## src/rtl/cpu_isa_pkg.sv

```systemverilog
// ISA constants, ALU/writeback codes and sequencer state encodings shared by the
// multi-cycle controller and the debug display.
package cpu_isa_pkg;

  localparam int OP_HI   = 15;
  localparam int OP_LO   = 12;
  localparam int IMM4_HI = 3;
  localparam int IMM4_LO = 0;

  localparam logic [3:0] OP_NOP  = 4'h0;
  localparam logic [3:0] OP_ADD  = 4'h1;
  localparam logic [3:0] OP_SUB  = 4'h2;
  localparam logic [3:0] OP_AND  = 4'h3;
  localparam logic [3:0] OP_OR   = 4'h4;
  localparam logic [3:0] OP_LD   = 4'h8;
  localparam logic [3:0] OP_ST   = 4'h9;
  localparam logic [3:0] OP_BEQ  = 4'hA;
  localparam logic [3:0] OP_JMP  = 4'hB;
  localparam logic [3:0] OP_LI   = 4'hC;
  localparam logic [3:0] OP_HALT = 4'hF;

  localparam logic [2:0] ALU_ADD    = 3'd0;
  localparam logic [2:0] ALU_SUB    = 3'd1;
  localparam logic [2:0] ALU_AND    = 3'd2;
  localparam logic [2:0] ALU_OR     = 3'd3;
  localparam logic [2:0] ALU_PASS_B = 3'd4;

  localparam logic [1:0] WSEL_ALU = 2'd0;
  localparam logic [1:0] WSEL_MEM = 2'd1;
  localparam logic [1:0] WSEL_IMM = 2'd2;

  typedef enum logic [2:0] {
    S_IDLE   = 3'd0,
    S_FETCH  = 3'd1,
    S_DECODE = 3'd2,
    S_EXEC   = 3'd3,
    S_MEM    = 3'd4,
    S_WB     = 3'd5,
    S_HALT   = 3'd6
  } state_t;

  function automatic logic isLegalOp(input logic [3:0] op);
    case (op)
      OP_NOP, OP_ADD, OP_SUB, OP_AND, OP_OR, OP_LD, OP_ST,
      OP_BEQ, OP_JMP, OP_LI, OP_HALT: return 1'b1;
      default:                        return 1'b0;
    endcase
  endfunction

  // Loads/stores reuse ADD for rs+imm4; BEQ compares with SUB.
  function automatic logic [2:0] aluOpFor(input logic [3:0] op);
    case (op)
      OP_SUB, OP_BEQ: return ALU_SUB;
      OP_AND:         return ALU_AND;
      OP_OR:          return ALU_OR;
      OP_LI:          return ALU_PASS_B;
      default:        return ALU_ADD;
    endcase
  endfunction

endpackage

```

## src/rtl/multicycle_ctrl_if.sv

```systemverilog
// Handshake and control bundle between the sequencer and the surrounding datapath.
interface multicycle_ctrl_if #(parameter int PC_W = 8);

  logic            run;
  logic            step;
  logic [15:0]     ir;
  logic            zero;
  logic            mem_ack;
  logic            ir_load;
  logic            pc_inc;
  logic            pc_load;
  logic [PC_W-1:0] pc_target;
  logic            mem_req;
  logic            mem_we;
  logic            mem_addr_sel;
  logic [2:0]      alu_op;
  logic            alu_bsel;
  logic            rf_we;
  logic [1:0]      rf_wsel;
  logic [2:0]      state;
  logic            halted;
  logic            illegal;
  logic            mem_err;

  modport slave (
    input  run, step, ir, zero, mem_ack,
    output ir_load, pc_inc, pc_load, pc_target, mem_req, mem_we, mem_addr_sel,
           alu_op, alu_bsel, rf_we, rf_wsel, state, halted, illegal, mem_err
  );

  modport master (
    output run, step, ir, zero, mem_ack,
    input  ir_load, pc_inc, pc_load, pc_target, mem_req, mem_we, mem_addr_sel,
           alu_op, alu_bsel, rf_we, rf_wsel, state, halted, illegal, mem_err
  );

endinterface

```

## src/rtl/mem_wait_timer.sv

```systemverilog
// Counts consecutive unacknowledged memory-request cycles and flags the one
// that brings the count up to MAX_WAIT.
module mem_wait_timer #(
  parameter int MAX_WAIT = 15
) (
  input  logic i_clk,
  input  logic i_rst_n,
  input  logic i_req,
  input  logic i_ack,
  output logic o_timeout
);

  localparam int CNT_W = $clog2(MAX_WAIT + 1);

  logic [CNT_W-1:0] r_cnt;
  logic             w_waiting;

  assign w_waiting = i_req & ~i_ack;

  // Saturating so a stuck request can never wrap back below the limit.
  always_ff @(posedge i_clk or negedge i_rst_n) begin
    if (!i_rst_n)
      r_cnt <= '0;
    else if (!w_waiting)
      r_cnt <= '0;
    else if (r_cnt != CNT_W'(MAX_WAIT))
      r_cnt <= r_cnt + CNT_W'(1);
  end

  assign o_timeout = w_waiting && (r_cnt >= CNT_W'(MAX_WAIT - 1));

endmodule

```

## src/rtl/multicycle_ctrl.sv

```systemverilog
// Multi-cycle FETCH/DECODE/EXEC/MEM/WB sequencer for the 16-bit CPU datapath,
// with memory wait-state handshake and timeout protection.
module multicycle_ctrl
  import cpu_isa_pkg::*;
#(
  parameter int PC_W        = 8,
  parameter int MEM_TIMEOUT = 15
) (
  input logic               CLK,
  input logic               RSTn,
  multicycle_ctrl_if.slave  bus
);

  state_t          r_state;
  logic [3:0]      r_op;
  logic [PC_W-1:0] r_pc;
  logic [PC_W-1:0] r_pc_target;
  logic [2:0]      r_alu_op;
  logic            r_alu_bsel;
  logic [1:0]      r_rf_wsel;
  logic            r_halted;
  logic            r_mem_err;

  logic [3:0]      w_op;
  logic [PC_W-1:0] w_sext_imm;
  logic            w_req;
  logic            w_fetch_done;
  logic            w_mem_done;
  logic            w_pc_load;
  logic            w_timeout;
  state_t          w_retire;

  assign w_op         = bus.ir[OP_HI:OP_LO];
  assign w_sext_imm   = {{(PC_W-4){bus.ir[IMM4_HI]}}, bus.ir[IMM4_HI:IMM4_LO]};
  assign w_req        = (r_state == S_FETCH) || (r_state == S_MEM);
  assign w_fetch_done = (r_state == S_FETCH) && bus.mem_ack;
  assign w_mem_done   = (r_state == S_MEM) && bus.mem_ack;
  assign w_pc_load    = (r_state == S_EXEC) &&
                        ((r_op == OP_JMP) || ((r_op == OP_BEQ) && bus.zero));
  assign w_retire     = bus.run ? S_FETCH : S_IDLE;

  mem_wait_timer #(.MAX_WAIT(MEM_TIMEOUT)) u_timer (
    .i_clk     (CLK),
    .i_rst_n   (RSTn),
    .i_req     (w_req),
    .i_ack     (bus.mem_ack),
    .o_timeout (w_timeout)
  );

  // Shadow of the datapath PC so BEQ targets can be formed from the incremented PC.
  always_ff @(posedge CLK or negedge RSTn) begin
    if (!RSTn)
      r_pc <= '0;
    else if (w_pc_load)
      r_pc <= r_pc_target;
    else if (w_fetch_done)
      r_pc <= r_pc + PC_W'(1);
  end

  always_ff @(posedge CLK or negedge RSTn) begin
    if (!RSTn) begin
      r_state     <= S_IDLE;
      r_op        <= OP_NOP;
      r_alu_op    <= ALU_ADD;
      r_alu_bsel  <= 1'b0;
      r_rf_wsel   <= WSEL_ALU;
      r_pc_target <= '0;
      r_halted    <= 1'b0;
      r_mem_err   <= 1'b0;
    end else begin
      case (r_state)
        S_IDLE:
          if (bus.run || bus.step) r_state <= S_FETCH;
        S_FETCH:
          if (w_fetch_done) begin
            r_state <= S_DECODE;
          end else if (w_timeout) begin
            r_state   <= S_HALT;
            r_halted  <= 1'b1;
            r_mem_err <= 1'b1;
          end
        S_DECODE: begin
          r_op        <= w_op;
          r_alu_op    <= aluOpFor(w_op);
          r_alu_bsel  <= (w_op == OP_LD) || (w_op == OP_ST) || (w_op == OP_LI);
          r_rf_wsel   <= (w_op == OP_LD) ? WSEL_MEM :
                         (w_op == OP_LI) ? WSEL_IMM : WSEL_ALU;
          r_pc_target <= (w_op == OP_JMP) ? bus.ir[PC_W-1:0] : r_pc + w_sext_imm;
          if (w_op == OP_HALT) begin
            r_state  <= S_HALT;
            r_halted <= 1'b1;
          end else if ((w_op == OP_NOP) || !isLegalOp(w_op)) begin
            r_state <= w_retire;
          end else begin
            r_state <= S_EXEC;
          end
        end
        S_EXEC:
          case (r_op)
            OP_LD, OP_ST:   r_state <= S_MEM;
            OP_BEQ, OP_JMP: r_state <= w_retire;
            default:        r_state <= S_WB;
          endcase
        S_MEM:
          if (w_mem_done) begin
            r_state <= (r_op == OP_LD) ? S_WB : w_retire;
          end else if (w_timeout) begin
            r_state   <= S_HALT;
            r_halted  <= 1'b1;
            r_mem_err <= 1'b1;
          end
        S_WB:
          r_state <= w_retire;
        S_HALT:
          r_state <= S_HALT;
        default:
          r_state <= S_IDLE;
      endcase
    end
  end

  assign bus.ir_load      = w_fetch_done;
  assign bus.pc_inc       = w_fetch_done;
  assign bus.pc_load      = w_pc_load;
  assign bus.pc_target    = r_pc_target;
  assign bus.mem_req      = w_req;
  assign bus.mem_addr_sel = (r_state == S_MEM);
  assign bus.mem_we       = (r_state == S_MEM) && (r_op == OP_ST);
  assign bus.alu_op       = r_alu_op;
  assign bus.alu_bsel     = r_alu_bsel;
  assign bus.rf_we        = (r_state == S_WB);
  assign bus.rf_wsel      = r_rf_wsel;
  assign bus.state        = r_state;
  assign bus.halted       = r_halted;
  assign bus.illegal      = (r_state == S_DECODE) && !isLegalOp(w_op);
  assign bus.mem_err      = r_mem_err;

endmodule

```

## src/flat_wrapper.sv

```systemverilog
// flat-port wrapper written by rule: the top's interface ports become plain ports
module multicycle_ctrl_flat import cpu_isa_pkg::*;
#(
  parameter int PC_W        = 8,
  parameter int MEM_TIMEOUT = 15
)
  (CLK, RSTn, bus_run, bus_step, bus_ir, bus_zero, bus_mem_ack, bus_ir_load, bus_pc_inc, bus_pc_load, bus_pc_target, bus_mem_req, bus_mem_we, bus_mem_addr_sel, bus_alu_op, bus_alu_bsel, bus_rf_we, bus_rf_wsel, bus_state, bus_halted, bus_illegal, bus_mem_err);
  multicycle_ctrl_if #(.PC_W(PC_W)) bus_i ();
  input logic CLK;
  input logic RSTn;
  input wire logic [$bits(bus_i.run)-1:0] bus_run;
  input wire logic [$bits(bus_i.step)-1:0] bus_step;
  input wire logic [$bits(bus_i.ir)-1:0] bus_ir;
  input wire logic [$bits(bus_i.zero)-1:0] bus_zero;
  input wire logic [$bits(bus_i.mem_ack)-1:0] bus_mem_ack;
  output wire logic [$bits(bus_i.ir_load)-1:0] bus_ir_load;
  output wire logic [$bits(bus_i.pc_inc)-1:0] bus_pc_inc;
  output wire logic [$bits(bus_i.pc_load)-1:0] bus_pc_load;
  output wire logic [$bits(bus_i.pc_target)-1:0] bus_pc_target;
  output wire logic [$bits(bus_i.mem_req)-1:0] bus_mem_req;
  output wire logic [$bits(bus_i.mem_we)-1:0] bus_mem_we;
  output wire logic [$bits(bus_i.mem_addr_sel)-1:0] bus_mem_addr_sel;
  output wire logic [$bits(bus_i.alu_op)-1:0] bus_alu_op;
  output wire logic [$bits(bus_i.alu_bsel)-1:0] bus_alu_bsel;
  output wire logic [$bits(bus_i.rf_we)-1:0] bus_rf_we;
  output wire logic [$bits(bus_i.rf_wsel)-1:0] bus_rf_wsel;
  output wire logic [$bits(bus_i.state)-1:0] bus_state;
  output wire logic [$bits(bus_i.halted)-1:0] bus_halted;
  output wire logic [$bits(bus_i.illegal)-1:0] bus_illegal;
  output wire logic [$bits(bus_i.mem_err)-1:0] bus_mem_err;
  assign bus_i.run = bus_run;
  assign bus_i.step = bus_step;
  assign bus_i.ir = bus_ir;
  assign bus_i.zero = bus_zero;
  assign bus_i.mem_ack = bus_mem_ack;
  assign bus_ir_load = bus_i.ir_load;
  assign bus_pc_inc = bus_i.pc_inc;
  assign bus_pc_load = bus_i.pc_load;
  assign bus_pc_target = bus_i.pc_target;
  assign bus_mem_req = bus_i.mem_req;
  assign bus_mem_we = bus_i.mem_we;
  assign bus_mem_addr_sel = bus_i.mem_addr_sel;
  assign bus_alu_op = bus_i.alu_op;
  assign bus_alu_bsel = bus_i.alu_bsel;
  assign bus_rf_we = bus_i.rf_we;
  assign bus_rf_wsel = bus_i.rf_wsel;
  assign bus_state = bus_i.state;
  assign bus_halted = bus_i.halted;
  assign bus_illegal = bus_i.illegal;
  assign bus_mem_err = bus_i.mem_err;
  multicycle_ctrl #(.PC_W(PC_W), .MEM_TIMEOUT(MEM_TIMEOUT)) u_core (.CLK(CLK), .RSTn(RSTn), .bus(bus_i));
endmodule
```

## config.mk

```make
export PLATFORM = sky130hd
export DESIGN_NAME = multicycle_ctrl_flat
export DESIGN_NICKNAME = d
export VERILOG_FILES = /design/src/rtl/cpu_isa_pkg.sv /design/src/rtl/multicycle_ctrl_if.sv /design/src/rtl/mem_wait_timer.sv /design/src/rtl/multicycle_ctrl.sv /design/src/flat_wrapper.sv
export SDC_FILE = /design/constraint.sdc
export NUM_CORES = 1
export LEC_CHECK = 0
export ABC_AREA = 1
export BUFFER_PORTS_ARGS = -buffer_cell sky130_fd_sc_hd__buf_4
export CORE_MARGIN = 3
export CORE_UTILIZATION = 30
export DETAILED_ROUTE_END_ITERATION = 6
export PLACE_DENSITY_LB_ADDON = 0.2
export SYNTH_ARGS = -nofsm -noshare
export SYNTH_HDL_FRONTEND = slang
export SYNTH_SLANG_ARGS = --single-unit
export TNS_END_PERCENT = 30
```

## constraint.sdc

```tcl
create_clock -name CLK -period 1.6 [get_ports CLK]
set_clock_uncertainty 0.2 [all_clocks]
set_input_delay 0.32 -clock CLK [delete_from_list [all_inputs] [get_ports CLK]]
set_output_delay 0.32 -clock CLK [all_outputs]
set_load 0.005 [all_outputs]
```

; Word level (Yosys, flattened, before mapping)
; Memory sizes are Yosys's and may differ from the RTL's.
; Cells that the tools add are included.
[word_totals]
register_bits = 35
romBits = 32
inputBits = 22
out_inout_bits = 27
word_cells = 97
n_memories = 2
[memory_table]
columns = memory, words, width, rd, rd_clocked_by_memory_dff, write_ports, line_no
row1 = (no name shown), 16, 1, 1, 0, 0, cpu_isa_pkg.sv:43  ; case (op)
row2 = (no name shown), 16, 1, 1, 0, 0, cpu_isa_pkg.sv:43
[classes]
n_addsub = 3
n_lt_le_gt_ge = 1
n_eq_ne = 25
muxes = 29
bitwise = 2
n_reduce_logical = 25
[op_table]
columns = op, count
row1 = $eq A4 B4 Y1 const B, 10
row2 = $mux W8, 3
row3 = $mux W3, 7
row4 = $pmux W3 S7, 1
row5 = $pmux W3 S4, 1
row6 = $mux W1, 10
row7 = $eq A3 B3 Y1 const B, 3
row8 = $add A8 B1 Y8 const B, 1
row9 = $add A8 B8 Y8, 1
row10 = $eq A4 B2 Y1 const B, 2
row11 = $mux W4, 2
row12 = $logic_and A1 B1 Y1, 7
row13 = $eq A3 B2 Y1 const B, 2
row14 = $logic_or A1 B1 Y1, 6
row15 = $ne A2 B1 Y1 const B, 3
row16 = $pmux W3 S2, 1
row17 = $reduce_or A2 Y1, 3
row18 = $add A4 B1 Y4 const B, 1
row19 = $eq A4 B3 Y1 const B, 1
row20 = $ge A4 B4 Y1 const B, 1
row21 = $logic_not A4 Y1, 1
row22 = $mux W2, 2
row23 = $ne A2 B2 Y1 const B, 2
row24 = $ne A4 B4 Y1 const B, 1
row25 = other kinds (11), 13

; Longest topological paths before layout
[logic_depth]
depth_word = 8
depth_mapped = 10
depth_no_buf = 10

; Modules after synthesis
; Synthesis repeated with hierarchy kept, for this count alone.
[unflattened]
cells_unflattened = 327
hier_area_um2 = 2392.3
[modules_own_cells]
columns = module, n_inst, cells_each, area_per_inst_um2, seq_area_each_um2
row1 = multicycle_ctrl, 1, 295, 2152.1, 775.7
row2 = mem_wait_timer, 1, 32, 240.2, 100.1

; Least setup slack after synthesis
; Ideal clock, no wire load.
[synth_path]
path_type = register -> register
start = register u_core.r_pc[0]
end = register u_core.r_pc_target[2] (netlist: u_core.bus.pc_target[2])
setup_ps = 73
arrival_ps = 1480
required_ps = 1327
path_slack_ps = -153
stages_incl_launch_ff = 8
path_buffers = 0
synth_period_minus_slack_ps = 1753
path_cell_list = dfrtp_1 > ha_1 > inv_1 > fa_1 > xor2_1 > o21ai_0 > a21oi_1 > a21oi_2
[synth_between]
elab_chain_cells = 2
[synth_lines]
columns = element, line_no
row1 = start: declaration, multicycle_ctrl.sv:16  ; logic [PC_W-1:0] r_pc;
row2 = start signal: assignment, multicycle_ctrl.sv:55  ; r_pc <= r_pc_target;
row3 = start signal: assignment, multicycle_ctrl.sv:57  ; r_pc <= r_pc + PC_W'(1);
row4 = $add A8 B8 Y8, multicycle_ctrl.sv:88  ; r_pc_target <= (w_op == OP_JMP) ? bus.ir[PC_W-1:0] : r_pc + w_sext_imm;
row5 = $mux W8, multicycle_ctrl.sv:88
row6 = end signal: assignment, multicycle_ctrl.sv:88
row7 = end: declaration, multicycle_ctrl.sv:17  ; logic [PC_W-1:0] r_pc_target;
; No other way between the ends.
; A chain may end at the register's enable or synchronous reset.

; Final worst setup path
[layout_path]
start = register u_core.r_state[0] (netlist: u_core.bus.state[0])
end = output bus_pc_load
[layout_between]
elab_chain_cells = 2
[layout_lines]
columns = element, line_no
row1 = start: declaration, multicycle_ctrl.sv:14  ; state_t r_state;
row2 = start signal: assignment, multicycle_ctrl.sv:93  ; r_state <= w_retire;
row3 = start signal: assignment, multicycle_ctrl.sv:101  ; OP_BEQ, OP_JMP: r_state <= w_retire;
row4 = start signal: assignment, multicycle_ctrl.sv:106  ; r_state <= (r_op == OP_LD) ? S_WB : w_retire;
row5 = $eq A3 B2 Y1, multicycle_ctrl.sv:38  ; assign w_pc_load = (r_state == S_EXEC) &&
row6 = $logic_and A1 B1 Y1, multicycle_ctrl.sv:38
row7 = end: declaration, flat_wrapper.sv:18  ; output wire logic [$bits(bus_i.pc_load)-1:0] bus_pc_load;
; No other way between the ends.

==> flow_summary.toml <==
[placement]
hpwl_mm = 4.68
numPortBuffers = 44
place_ws_ps = -164
dp.cells = 486
placed_cell_area_um2 = 3070
place.gp.congestion = 0.818

[pwr]
total_power_mw = 5.20
p_per_area_nw_per_um2 = 1520
p_leak_nw = 1.74
peakVddDrop_mv = 0.613

[critical_path]
crit_type = "reg -> out"
cp_data_arrival_time_ps = 1300
end_kind = "output port"
startpoint_type = "flop"
worstPathMaxFanout = 6
r2r_start = "u_core.r_pc[0]$_DFFE_PN0P_"
startpoint = "u_core.bus.state[0]$_DFFE_PN0P_"
required_ps = 1080

[routing]
routed_wl_mm = 6.36
post_drt_wl_per_cell_um = 12.7
drc = 0
drtAntennaViolNets = 0
first_pass_iters = 4
vias = 2334
dr.first_iter.drc_count = 102
via_per_inst = 4.65

[die]
rows = 31
ios = 49
die_h_um = 94.8
initial_core_util_pct = 31.8
core_area_um2 = 7450
die_x_um = 94.8
dieArea_um2 = 8990

[run]
cap_violations = 0

[layout]
layout-drive-gt1-share_pct = 35.2
final_core_util_pct = 46.1
nFillCells = 780
finalNonFillerCells = 502
nets = 441
n_antenna_cell = 0
postLayoutCellArea_um2 = 3430
syn2layout_area_growth_pct = 45.1

[timing]
finalSetupTns_ps = -2050
worstMarginPinSlew_ps = 483
finalSetupViolations = 20
fmaxAchievable_ghz = 0.550
final_hold_viol_count = 0
drv_slew = 0
holdWs_ps = 92.9
period_needed_ps = 1820
setup_ws_ps = -219
rsz0062_at_grt = "true"
maxSlewHeadroom_pct = 67.8
fin_crit_sh_pct = 114

[yosys]
synth.distinct_cells = 34
yosysSeqAreaShare_pct = 37.0
ys_ff_latch = 35
synth_simple_gate_area_share_pct = 32.9
synth_enable_flop_cells = 0
postSynthCellCount = 313
synth_fp_nets = 351
synth_top_family_by_area = "simple AND/OR/NAND/NOR gates"
synth.largest_area_cell = "dfrtp_1"
async_flop_share_pct = 100
avgSynthCellArea_um2 = 7.56
synth_commonest_cells = "nand2_1 (99), dfrtp_1 (35), inv_1 (30)"
synth_area_leaders = "dfrtp_1 (37%), nand2_1 (16%), ha_1 (7.9%)"
yosysWarnings = 0
synth.top_cell.area_share_pct = 37.0
yosysMostFrequentCell = "nand2_1"
synth_compound_area_share_pct = 10.8
synth_top_flop_cell = "dfrtp_1"
synthMuxAreaShare_pct = 0
netlist_area_um2 = 2370
synth_fa_ha_area_share_pct = 8.78
synth_xor_area_share_pct = 3.33

[cts]
clock_sinks = 35
cts_buffers = 5
clk_latency_ps = 280
cts_tree = "yes"
cts.clk_slew.worst_paths_ps = 80
clk_path_buf_depth = 2
htreeDepth = 2
cts-root-buf = "clkbuf_8"

[global_routing]
grtUsageTotal_pct = 15.2
grt_max_degree = 36
grt-ovfl-total = 0
grt_pass1_vias = 2357
grt_pass1_wl_mm = 10.9
grt_antenna_before_repair = 0

[outcome]
outcome = "finished, violations left"
violations = "setup timing"

[min_path]
hp-start = "bus_step"
min_path_type = "in -> reg"
==> layout by cell type (no fill, tap or decap), drive strengths merged <==
| cell type | Yosys | layout |
|---|---|---|
| nand4 | 6 | 6 |
| a21oi | 10 | 10 |
| nand3b | 1 | 1 |
| xor2 | 4 | 4 |
| ha | 15 | 15 |
| nor3 | 4 | 4 |
| nor2 | 25 | 25 |
| a21o | 1 | 1 |
| clkinv | 0 | 1 |
| o21bai | 1 | 1 |
| o21ai | 22 | 22 |
| o2111ai | 1 | 1 |
| nand2 | 106 | 106 |
| and3 | 1 | 1 |
| dfrtp | 35 | 35 |
| xnor2 | 5 | 5 |
| fa | 1 | 1 |
| nand3 | 26 | 26 |
| inv | 35 | 35 |
| clkbuf | 1 | 6 |
| buf | 5 | 88 |
| o211ai | 7 | 7 |
| dlygate4sd3 | 0 | 1 |
| o21a | 1 | 1 |
==> state kept, by name, summed over array words and instances, names as in the netlist <==
| signal | flops |
|---|---|
| u_core.bus.halted | 1 |
| u_core.bus.pc_target | 8 |
| u_core.bus.rf_wsel | 2 |
| u_core.u_timer.r_cnt | 4 |
| u_core.bus.alu_op | 3 |
| u_core.bus.state | 3 |
| u_core.r_pc | 8 |
| u_core.bus.mem_err | 1 |
| u_core.bus.alu_bsel | 1 |
| u_core.r_op | 4 |
==> layer usage <==
metal	vias up	GRT usage (%)	wire length (µm)
met3	5	3.27	239
met2	41	25.9	3040
li1	1201	-	-
met5	-	0	0
met4	0	1.92	17
met1	1087	20.2	3060
==> logic make-up after synthesis <==
| group | after synthesis |
|---|---|
| and+or+nand+nor | 169 |
| adders and majority gates | 16 |
| DFF | 35 |
| buffers and inverters | 41 |
| AOI/OAI and AO/OA | 43 |
| xor gates and xnor gates | 9 |
==> worst paths after layout <==
| kind | end | slack [ps] | cells after the start |
|---|---|---|---|
| max in group asynchronous | u_core.bus.state[1]$_DFFE_PN0P_ | 510 | 2 |
| min in group asynchronous | u_core.bus.pc_target[3]$_DFFE_PN0P_ | 340 | 2 |
| worst min-delay path | u_core.bus.state[0]$_DFFE_PN0P_ | 90 | 3 |
| worst min register to register | u_core.bus.halted$_DFFE_PN0P_ | 260 | 1 |
| worst max-delay path | bus_pc_load | -220 | 5 |
| worst max register to register | u_core.bus.pc_target[6]$_DFFE_PN0P_ | -100 | 9 |
==> area by class of cell <==
type,count,area [µm²],share of cell area [%]
clock inverter,1,5.00,0.146
inverter,35,141,4.12
timing repair buffer,89,717,20.9
clock buffer,6,82.6,2.41
multi-input combinational,237,1480,43.2
sequential,35,880,25.6
tap,99,124,3.61
==> repair_timing <==
| item | 4_1_cts | 5_1_grt |
|---|---|---|
| setup endpoints to repair | 15 | 26 |
| endpoints found under the hold margin | 35 | 0 |
| setup buffers | 7 | 1 |
| hold buffers | 1 | 0 |
| pin swaps | 12 | 8 |
| resized for setup | 32 | 12 |
==> power breakdown <==
part / switching (mW) / internal, mW
clock: 0.328 / 0.338
combinational: 1.42 / 1.49
sequential: 0.369 / 1.26
total: 2.12 / 3.09
==> worst max-delay path, stage by stage, from the launching register on <==
cell and delay [ps]:
dfrtp_2 480, nand2_2 90, nor2_4 120, o21ai_4 90
nor2_8 130, buf_6 100
(Power assumes the default switching activity.)
